**src/rtl/shift_frame_rx.sv**
```systemverilog
// shift_frame_rx: receives start/data/stop frames sampled on TICK and holds the last accepted word
// with a valid handshake and sticky framing and overrun flags.
module shift_frame_rx #(
    parameter int NBITS = 4
) (
    input  logic             CLK,
    input  logic             CLRN,
    input  logic             TICK,
    input  logic             SIN,
    input  logic             DIR,
    input  logic             ACK,
    input  logic             ERRCLR,
    output logic [NBITS-1:0] Q,
    output logic             VALID,
    output logic             BUSY,
    output logic             FERR,
    output logic             OVR
);
    localparam int CW = $clog2(NBITS + 1);

    typedef enum logic [1:0] {IDLE, DATA, STOP} state_t;

    state_t            state, state_n;
    logic [CW-1:0]     cnt, cnt_n;
    logic [NBITS-1:0]  sh, sh_n, q_n;
    logic              dir_r, dir_n, valid_n, ferr_n, ovr_n;
    logic              done, bad, load;

    always_ff @(posedge CLK or negedge CLRN) begin
        if (!CLRN) begin
            state <= IDLE;
            cnt   <= '0;
            sh    <= '0;
            dir_r <= 1'b0;
            Q     <= '0;
            VALID <= 1'b0;
            FERR  <= 1'b0;
            OVR   <= 1'b0;
        end else begin
            state <= state_n;
            cnt   <= cnt_n;
            sh    <= sh_n;
            dir_r <= dir_n;
            Q     <= q_n;
            VALID <= valid_n;
            FERR  <= ferr_n;
            OVR   <= ovr_n;
        end
    end

    always_comb begin
        state_n = state;
        cnt_n   = cnt;
        sh_n    = sh;
        dir_n   = dir_r;
        done    = (state == STOP) && TICK && SIN;
        bad     = (state == STOP) && TICK && !SIN;
        // an ACK in the completion cycle frees Q for the new word
        load    = done && (!VALID || ACK);
        if (TICK) begin
            case (state)
                IDLE: if (!SIN) begin
                    state_n = DATA;
                    cnt_n   = '0;
                    dir_n   = DIR;
                end
                DATA: begin
                    sh_n  = dir_r ? {sh[NBITS-2:0], SIN} : {SIN, sh[NBITS-1:1]};
                    cnt_n = cnt + 1'b1;
                    if (cnt == CW'(NBITS - 1)) state_n = STOP;
                end
                default: state_n = IDLE;
            endcase
        end
        q_n     = load ? sh : Q;
        valid_n = load ? 1'b1 : (ACK ? 1'b0 : VALID);
        ferr_n  = bad | (FERR & !ERRCLR);
        ovr_n   = (done & VALID & !ACK) | (OVR & !ERRCLR);
    end

    assign BUSY = (state != IDLE);
endmodule

```
**config.mk**
```make
export PLATFORM = sky130hd
export DESIGN_NAME = shift_frame_rx
export DESIGN_NICKNAME = d
export VERILOG_FILES = /design/src/rtl/shift_frame_rx.sv
export SDC_FILE = /design/constraint.sdc
export NUM_CORES = 1
export LEC_CHECK = 0
export BUFFER_PORTS_ARGS = -buffer_cell sky130_fd_sc_hd__buf_2
export CAP_MARGIN = 10
export CORE_MARGIN = 2
export CORE_UTILIZATION = 46
export DETAILED_ROUTE_END_ITERATION = 10
export PLACE_DENSITY = 0.71
export SYNTH_ARGS = -nofsm -noshare
export SYNTH_HDL_FRONTEND = slang
export SYNTH_SLANG_ARGS = --single-unit
```
**constraint.sdc**
```tcl
create_clock -name CLK -period 1.3 [get_ports CLK]
set_input_delay 0.26 -clock CLK [delete_from_list [all_inputs] [get_ports CLK]]
set_output_delay 0.26 -clock CLK [all_outputs]
set_load 0.1 [all_outputs]
```
==> run_results.csv <==
group,metric,value,unit
hold_path,min_to,"FERR$_DFF_PN0_",
place,dp.cells,93,
sta,finalCritPeriodShare,105,%
setup_path,critPathCaptureType,"output pin",
sta,min_period,1360,ps
sta,whs,152,ps
cts,clockBufferDepth,2,
hold_path,hold_start,"ERRCLR",
sta,rsz0062_at_grt,"true",
power_and_ir_drop,powerDensity,2360,nW/um^2
power_and_ir_drop,leakage,0.566,nW
die,num_io_pins,15,
flow_run,cap_violations,0,
die,die_w,44.6,um
run_status,status,"complete, but fails checks",
yosys,synthCells,61,
setup_path,rr_startpoint,"state[0]$_DFFE_PN0P_",
die,dieArea,1990,sq um
hold_path,hold_path_class,"primary input to flip-flop",
layout,final_common_cell,"dfrtp_1",
sta,drv_slew,0,
layout,num_antenna_cells,0,
place,port_buffers,14,
global_routing,grt_overflow,0,
layout,multi_input_area,358,sq um
layout,area_growth_syn_to_layout,47.4,%
drt,viasPerCell,5.27,
setup_path,arrival,1100,ps
layout,fillerInstances,109,
global_routing,grt_pass1_vias,554,
layout,layout.nets,96,
setup_path,reg2reg_slack,-30,ps
yosys,ys_ff_latch,17,
setup_path,cp_slowest_cell,"dfrtp_1",
run_status,violations,"setup timing",
cts,tritoncts,"yes",
yosys,syn_nets,70,
yosys,yosysWarnings,0,
setup_path,cp-startpoint,"state[0]$_DFFE_PN0P_",
setup_path,critPathMaxStageDelay,400,ps
drt,drcViolationCount,0,
layout,layout.cells.non_filler,102,
global_routing,grt_pass1_wl,2.39,mm
place,post_dp_cell_area,983,sq um
drt,wirelength,1.39,mm
layout,finish.utilization,73.3,%
cts,clockRootBuffer,"clkbuf_4",
place,dpl_worst_slack,-6.15,ps
place,dp_hpwl,1.01,mm
global_routing,antenna_found_initial,0,
yosys,syn_area,758,sq um
cts,clkSinkCount,17,
sta,hold_viol,0,
drt,vias,538,
layout,postLayoutCellArea,1120,sq um
cts,clk_latency,300,ps
global_routing,grt_use_total,17.5,%
cts,cts_max_level,1,
sta,fin_ws,-63.4,ps
drt,antenna_left,0,
global_routing,grt_start_max_net_pins,18,
yosys,syn_area_per_cell,12.4,sq um
setup_path,cp_cell_sequence,"or2_4 -> buf_12",
layout,layout_common_cells,"16 x dfrtp_1, 8 x buf_12",
yosys,yosysSeqAreaShare,56.1,%
die,initial_core_util,49.8,%
drt,drt-wirelength-per-cell,13.6,um
place,place_congestion,0.736,
cts,cts_buffers,3,
layout,seq_area,429,sq um
power_and_ir_drop,irDropWorstVdd,1.58,mV
hold_path,whs_path_depth,2,
setup_path,crit_fanout,2,
sta,max_freq,733,MHz
setup_path,crit_path_start_kind,"flip-flop",
die,die_h,44.6,um
sta,relSlewSlack,74.6,%
layout,final_layout_size_suffix_gt1_share,48.8,%
sta,tightest_slew,381,ps
cts,path_clk_slew,90,ps
setup_path,reg2reg_depth,4,
yosys,yosysUniqueCellTypes,22,
setup_path,rr_endpoint,"Q[3]$_DFFE_PN0P_",
setup_path,worstSetupPathType,"flip-flop to output pin",
sta,finalSetupViolCount,7,
die,rows,14,
setup_path,required,1040,ps
drt,drt_iter0_markers,5,
sta,fin_skew,4.12,ps
drt,drt_pass1_iterations,2,
die,core,1520,sq um
## area by class of cell
type	instances	share of cell area, %
clock buffer	3	2.02
clock inverter	1	0.448
inverter	6	2.02
multi-input combinational	37	32.0
sequential	17	38.4
tap	16	1.79
timing repair buffer	22	23.3
## registers in the layout, indices dropped and copies added (netlist names)
signal / count
OVR: 1
Q: 4
FERR: 1
VALID: 1
dir_r: 1
cnt: 3
state: 2
sh: 4
## metrics by stage
stage / setup TNS, ps / total power (W)
after floorplan: -229 / 0.00171
after global placement: 0 / 0.00208
after detailed placement: -6.15 / 0.00211
after CTS: -299 / 0.00259
after global routing: -494 / 0.00277
final: -160 / 0.00264
## worst max-delay path by stage
stage	to	slack [ps]	cells past startpoint
2_1_floorplan	Q[0]$_DFFE_PN0P_	-60	3
6_report	BUSY	-60	2
3_5_place_dp	Q[3]$_DFFE_PN0P_	-6	3
5_1_grt	BUSY	-90	2
4_1_cts	BUSY	-80	2
3_3_place_gp	Q[0]$_DFFE_PN0P_	40	3
## routing by layer
layer  routed length, um  GRT usage, %  up-vias
met2                 662          27.8       11
met5                   0             0        -
met3                  41          2.86        5
met4                  43          12.7        0
li1                    -             -      261
met1                 640          21.3      261
## Yosys cell counts
library cell / instances / area, sq um
dfrtp_1: 17 / 425
nand2_1: 6 / 22.5
o21ai_0: 6 / 30.0
mux2_2: 5 / 56.3
inv_1: 4 / 15.0
mux2i_1: 4 / 40.0
a22o_1: 2 / 17.5
ha_1: 2 / 25.0
inv_2: 2 / 7.51
a211o_1: 1 / 8.76
a21o_1: 1 / 7.51
and2b_1: 1 / 7.51
buf_1: 1 / 3.75
mux2_1: 1 / 11.3
nand2b_1: 1 / 6.26
nand3b_2: 1 / 11.3
nand4b_2: 1 / 15.0
nor2b_4: 1 / 13.8
nor3b_2: 1 / 12.5
o22ai_1: 1 / 6.26
o2bb2ai_1: 1 / 8.76
or2_2: 1 / 6.26
## critical path, delay by kind of cell (launching register included)
kind,cells,cell delay (ps)
simple gates,1,240
flops,1,400
buf+inv,1,160
## what timing repair did
action	CTS	global route
resized for setup	12	5
pin swaps	2	1
endpoints found under the hold margin	17	0
setup endpoints to repair	5	7
buffers inserted	3	1
hold buffers	1	0
## power by group
group	leakage, nW	switching (W)	internal (W)
clock	0.0177	0.000170	0.000115
sequential	0.221	0.000177	0.000710
combinational	0.327	0.000789	0.000675
total	0.566	0.00114	0.00150
## logic make-up after synthesis
logic type,share of synthesized area [%]
flip-flops,56.1
adder cells (fa/ha/maj),3.30
multiplexers,14.2
buffers and inverters,3.46
AO/OA/AOI/OAI,10.4
AND/OR/NAND/NOR,12.5
Power figures use the tool's default switching activity.
